[src/rtl/tc_io_in_cond.sv]
// Pad-to-core input conditioner: per-lane 2-flop synchroniser, optional
// debounce filter, rise/fall edge detection and sticky interrupt-pending bits.
module tc_io_in_cond #(
    parameter int NUM_PINS = 4,
    parameter int DB_W     = 16
) (
    input  logic                clk_i,
    input  logic                rst_i,
    input  logic [NUM_PINS-1:0] p2c_i,
    input  logic [NUM_PINS-1:0] filt_en_i,
    input  logic [DB_W-1:0]     db_thresh_i,
    input  logic [NUM_PINS-1:0] rise_en_i,
    input  logic [NUM_PINS-1:0] fall_en_i,
    input  logic [NUM_PINS-1:0] irq_clr_i,
    input  logic [NUM_PINS-1:0] irq_mask_i,
    output logic [NUM_PINS-1:0] pin_o,
    output logic [NUM_PINS-1:0] rise_o,
    output logic [NUM_PINS-1:0] fall_o,
    output logic [NUM_PINS-1:0] irq_pend_o,
    output logic                irq_o
);

    logic [NUM_PINS-1:0] r_s1;
    logic [NUM_PINS-1:0] r_s2;
    logic [NUM_PINS-1:0] r_st;
    logic [NUM_PINS-1:0] r_st_q;
    logic [NUM_PINS-1:0] r_pend;
    logic [DB_W-1:0]     r_cnt [NUM_PINS];

    logic                w_thr_zero;
    logic [DB_W:0]       w_cnt_inc [NUM_PINS];
    logic [NUM_PINS-1:0] w_rise;
    logic [NUM_PINS-1:0] w_fall;
    logic [NUM_PINS-1:0] w_set;

    assign w_thr_zero = (db_thresh_i == '0);

    // Count increment carried one bit wider so the compare never sees a wrap.
    always_comb begin
        for (int k = 0; k < NUM_PINS; k++) begin
            w_cnt_inc[k] = {1'b0, r_cnt[k]} + {{DB_W{1'b0}}, 1'b1};
        end
    end

    // Two-flop synchroniser for the asynchronous pad levels.
    always_ff @(posedge clk_i) begin
        if (rst_i) begin
            r_s1 <= '0;
            r_s2 <= '0;
        end else begin
            r_s1 <= p2c_i;
            r_s2 <= r_s1;
        end
    end

    // Per-lane debounce: the level only moves after db_thresh_i consecutive mismatches.
    always_ff @(posedge clk_i) begin
        if (rst_i) begin
            r_st <= '0;
            for (int k = 0; k < NUM_PINS; k++) begin
                r_cnt[k] <= '0;
            end
        end else begin
            for (int k = 0; k < NUM_PINS; k++) begin
                if (!filt_en_i[k] || w_thr_zero) begin
                    r_st[k]  <= r_s2[k];
                    r_cnt[k] <= '0;
                end else if (r_s2[k] == r_st[k]) begin
                    r_cnt[k] <= '0;
                end else if (w_cnt_inc[k] >= {1'b0, db_thresh_i}) begin
                    r_st[k]  <= r_s2[k];
                    r_cnt[k] <= '0;
                end else begin
                    r_cnt[k] <= w_cnt_inc[k][DB_W-1:0];
                end
            end
        end
    end

    // Delayed copy of the conditioned level for edge detection.
    always_ff @(posedge clk_i) begin
        if (rst_i) begin
            r_st_q <= '0;
        end else begin
            r_st_q <= r_st;
        end
    end

    assign w_rise = r_st & ~r_st_q;
    assign w_fall = ~r_st & r_st_q;
    assign w_set  = (w_rise & rise_en_i) | (w_fall & fall_en_i);

    // Sticky pending bits; a new edge wins over a same-cycle clear.
    always_ff @(posedge clk_i) begin
        if (rst_i) begin
            r_pend <= '0;
        end else begin
            r_pend <= w_set | (r_pend & ~irq_clr_i);
        end
    end

    assign pin_o      = r_st;
    assign rise_o     = w_rise;
    assign fall_o     = w_fall;
    assign irq_pend_o = r_pend;
    assign irq_o      = |(r_pend & irq_mask_i);

endmodule

[config.mk]
export PLATFORM = sky130hd
export DESIGN_NAME = tc_io_in_cond
export DESIGN_NICKNAME = d
export VERILOG_FILES = /design/src/rtl/tc_io_in_cond.sv
export SDC_FILE = /design/constraint.sdc
export NUM_CORES = 1
export LEC_CHECK = 0
export BUFFER_PORTS_ARGS = -buffer_cell sky130_fd_sc_hd__buf_2
export CAP_MARGIN = 20
export CORE_AREA = 8 8 133 166
export DETAILED_ROUTE_END_ITERATION = 8
export DIE_AREA = 0 0 141 174
export PLACE_DENSITY_LB_ADDON = 0.05
export SYNTH_ARGS = -nofsm -noshare
export SYNTH_HDL_FRONTEND = slang
export SYNTH_SLANG_ARGS = --single-unit
[constraint.sdc]
create_clock -name clk_i -period 3.1 [get_ports clk_i]
set_input_delay 0.465 -clock clk_i [delete_from_list [all_inputs] [get_ports clk_i]]
set_output_delay 0.465 -clock clk_i [all_outputs]
set_load 0.01 [all_outputs]
* Yosys cells after proc, flatten, opt, wreduce, memory -nomap -nowiden
Memory sizes are Yosys's and may differ from the RTL's.
Index checks and enable logic that the tools add are counted.
** Word-level totals
- Input port bits :: 42
- Memory bits (writable) :: 64
- Register bits :: 20
- Output and inout bits :: 17
- Memories kept :: 1
** Memory list
- r_cnt :: words 4, bits a word 16, rd ports 4, clocked after memory_dff 0, wr ports 4, line 28 : logic [DB_W-1:0] r_cnt [NUM_PINS];
** Operators by class
- Bitwise gates (word level) :: 27
- Order comparisons :: 4
- Multiplexer cells :: 98
- $add $sub $neg :: 4
- Reduce and logical (&&, ||, !) cells :: 18
- Equal/unequal tests :: 8
** Operator list (number)
- two-way mux 16 bit :: 16
- two-way mux 1 bit :: 82
- adder 16 x 1 -> 17 bit (second input constant) :: 4
- greater-or-equal comparator 17 x 16 -> 1 bit :: 4
- AND 4 bit :: 6
- zero test 16 bit :: 1
- OR 1 bit :: 16
- NOT 4 bit :: 3
- inequality test 2 bit (second input constant) :: 4
- OR 4 bit :: 2
- AND reduction 2 bit :: 4
- nonzero test 2 bit :: 4
- == test 1 bit :: 4
- zero test 1 bit :: 4
- logical OR 1 bit :: 4
- OR reduction 4 bit :: 1

* Longest topological paths before layout
- Depth after elaboration :: 9
- Depth in mapped cells :: 13

* Worst setup path after synthesis
Ideal clock, no wire load.
- Path type :: reg-to-reg
- Start :: mem r_cnt[0][0]
- End :: mem r_cnt[0][14] (data pin)
- Library setup time :: 0.135 ns
- Setup slack :: 0.068 ns
- Data required time :: 2.965 ns
- Stages on the path, launching flop included :: 14
- Arrival time :: 2.897 ns
- Cell sequence :: edfxtp_1 ha_1 nand3_1 or2_2 nand2b_1 xnor2_1 ha_1 nand4_1 nor3_1 a221oi_2 nand4_1 or4_4 buf_6 nor2b_2
** RTL lines (line)
- start: declaration :: 28

==> flow_metrics.tcl <==
set metrics [dict create \
    critPathKind "register to register" \
    critPathRequiredTime_ns 3.33 \
    grt.total_usage_pct 13.4 \
    async_reset_ff_share_pct 0 \
    hp-start "p2c_i[3]" \
    worst_pin_slew_ns 0.533 \
    fin_cells 1040 \
    wl_um 16000 \
    drc 0 \
    dr_total_vias 4714 \
    vias_per_cell 4.53 \
    synthCells 563 \
    grt_remaining_overflow 0 \
    worstSkewPairLatency_ns 0.35 \
    leakagePower_nw 3.47 \
    synth-compound-area-share_pct 7.53 \
    min_path_type "input port to register" \
    syn2layout_area_growth_pct 35.8 \
    synth_top_family_by_area "simple AND/OR/NAND/NOR gates" \
    firstDrtPassIters 4 \
    hold_viol 0 \
    r2r_start "r_cnt[0][0]" \
    avgSynthCellArea_um2 10.2 \
    cts_buffers 9 \
    yosysWarnings 0 \
    synth-seq-cells 84 \
    initial_utilization_pct 29.2 \
    p_total_mw 2.91 \
    yosys_most_used_dff "edfxtp_1" \
    row_count 58 \
    synthMuxAreaShare_pct 0.587 \
    rsz0062_at_grt "yes" \
    final_area_um2 7810 \
    cap_violations 0 \
    power_density_nw_per_um2 373 \
    status "finished with violations" \
    slew_headroom_pct 64.5 \
    drt_iter0_drc 184 \
    dp_hpwl_um 12400 \
    crit_fanout 8 \
    synth-edff-count 64 \
    r2r_cells 12 \
    antenna_found_initial 0 \
    peakVddDrop_mv 0.236 \
    whs_endpoint "r_s1[3]" \
    nets 875 \
    n_antenna_cell 0 \
    grt_pass1_vias 4922 \
    fmax_ghz 0.316 \
    clk_pin_slew_ns 0.07 \
    ant_nets 0 \
    ys_types 57 \
    chipHeight_um 174 \
    ctsHoldBuffers 0 \
    r2r_slack_ns -0.06 \
    cts_htree_levels 3 \
    dp.cells 1006 \
    holdPathStages 2 \
    ys_seq_area_share_pct 40.4 \
    finalCritPeriodShare_pct 102 \
    violations "setup timing" \
    ios 59 \
    portBuffers 58 \
    end_kind "register" \
    wire_per_inst_um 15.4 \
    grt_max_degree 26 \
    start_kind "register" \
    cts_tree "done" \
    clock-root-buffer "clkbuf_16" \
    gp_congestion 0.770 \
    post-place-ws_ns -0.251 \
    cts.path.max_buffers 2 \
    synthAdderAreaFrac_pct 14.8 \
    finalSetupViolCount 12 \
    r2r-end "r_cnt[0][7]" \
    syn_area_um2 5750 \
    layout-drive-gt1-share_pct 27.8 \
    crit_arrival_ns 3.39 \
    min_period_ns 3.16 \
    die_w_um 141 \
    yosys.area_share.simple_pct 24.5 \
    worst_clock_skew_ns 0.00545 \
    die_area_um2 24500 \
    synthXorXnorAreaFrac_pct 9.14 \
    worst_slack_ns -0.0607 \
    placed_area_um2 7070 \
    coreArea_um2 19700 \
    grt_pass1_wl_um 25300 \
    cts_sinks 84 \
    finalMaxSlewViolations 0 \
]
## synth_stat cells, types with 11 or more instances
| library cell | n | area share, % |
|---|---|---|
| xnor2_1 | 39 | 5.9 |
| a21oi_1 | 18 | 1.6 |
| and3_1 | 15 | 1.6 |
| o21ai_0 | 11 | 0.96 |
| edfxtp_1 | 64 | 33 |
| nand3_1 | 34 | 3.0 |
| nor2b_1 | 69 | 7.5 |
| nand4_1 | 20 | 2.2 |
| nor3_1 | 11 | 0.96 |
| nor2_1 | 30 | 2.0 |
| dfxtp_1 | 20 | 7.0 |
| ha_1 | 68 | 15 |
| nand2_1 | 23 | 1.5 |
| inv_1 | 34 | 2.2 |
| xor2_1 | 21 | 3.2 |
## final cells by class
type / instances / area (um^2)
Sequential cell: 84 / 2320
Multi-Input combinational cell: 502 / 3780
Clock buffer: 14 / 318
Timing Repair Buffer: 134 / 911
Tap cell: 270 / 338
Fill cell: 2003 / 11900
Inverter: 34 / 128
Clock inverter: 2 / 17.5
## worst max-delay path by stage
stage           startpoint            to
2_1_floorplan  r_cnt[0][0]  r_cnt[0][14]
6_report       r_cnt[0][0]   r_cnt[0][7]
3_5_place_dp   r_cnt[0][0]   r_cnt[0][7]
3_3_place_gp   r_cnt[0][0]   r_cnt[0][7]
5_1_grt        r_cnt[0][0]   r_cnt[0][3]
4_1_cts        r_cnt[0][0]   r_cnt[0][7]
## state kept, by name (all words and copies together), names as in the netlist
| name | flops |
|---|---|
| r_s2 | 4 |
| pin_o | 4 |
| r_cnt | 64 |
| r_s1 | 4 |
| irq_pend_o | 4 |
| r_st_q | 4 |
## cell families (layout without fill, tap and decap cells)
| kind of cell | after synthesis | after routing |
|---|---|---|
| and+or+nand+nor | 245 | 246 |
| adders and majority gates | 68 | 68 |
| AOI/OAI and AO/OA | 61 | 61 |
| other | 1 | 64 |
| muxes | 3 | 3 |
| buffers and inverters | 41 | 184 |
| DFF | 84 | 84 |
| xor gates and xnor gates | 60 | 60 |
## worst max-delay path, stage by stage (launching register included)
cell and delay, ns:
edfxtp_1 0.40, ha_2 0.20, nand3_2 0.07, or2_4 0.28, nor2_4 0.11, xor2_2 0.18
ha_1 0.26, nand4_1 0.16, nor3_2 0.08, a221oi_2 0.24, nand4_1 0.17, or4_4 0.65
and2b_1 0.23
## per-layer routing
layer  share of wire (%)  track usage, %  vias to the layer above
li1                    -               -                     2392
met1                  42            15.2                     2233
met2                  52            24.3                       63
met3                 4.0            2.80                       26
met4                 2.3            4.85                        0
met5                   0               0                        -
## placed cells by master, fill, tap and decap left out, types with 11 or more instances in the layout
master,Yosys,final
xnor2_1,39,32
buf_2,1,58
inv_1,34,34
nand4_1,20,20
nor2_1,30,25
xor2_1,21,19
conb_1,1,64
buf_4,0,72
a21oi_1,18,18
nand3_1,34,31
nor2b_1,69,69
edfxtp_1,64,64
nand2_1,23,23
o21ai_0,11,11
clkbuf_16,0,12
ha_1,68,65
dfxtp_1,20,20
## timing repair
action,CTS,global route
endpoints found under the setup margin,35,51
resized for setup,22,28
buffers inserted,6,11
cloned,1,0
pin swaps,16,30
endpoints found under the hold margin,0,0
## power breakdown
group | switching [mW] | internal, mW
clock | 0.494 | 0.718
sequential | 0.0348 | 1.25
combinational | 0.220 | 0.192
## metrics by stage
step           hold WS, ns  setup TNS [ns]  utilization (%)
2_1_floorplan        0.414               0                -
3_3_place_gp         0.422           -1.23             35.9
3_5_place_dp         0.437           -3.50             35.9
4_1_cts              0.312          -0.111             38.4
5_1_grt              0.321           -4.23             39.7
6_report             0.323          -0.505             39.7
No activity file was read; power rests on OpenSTA's default activity.
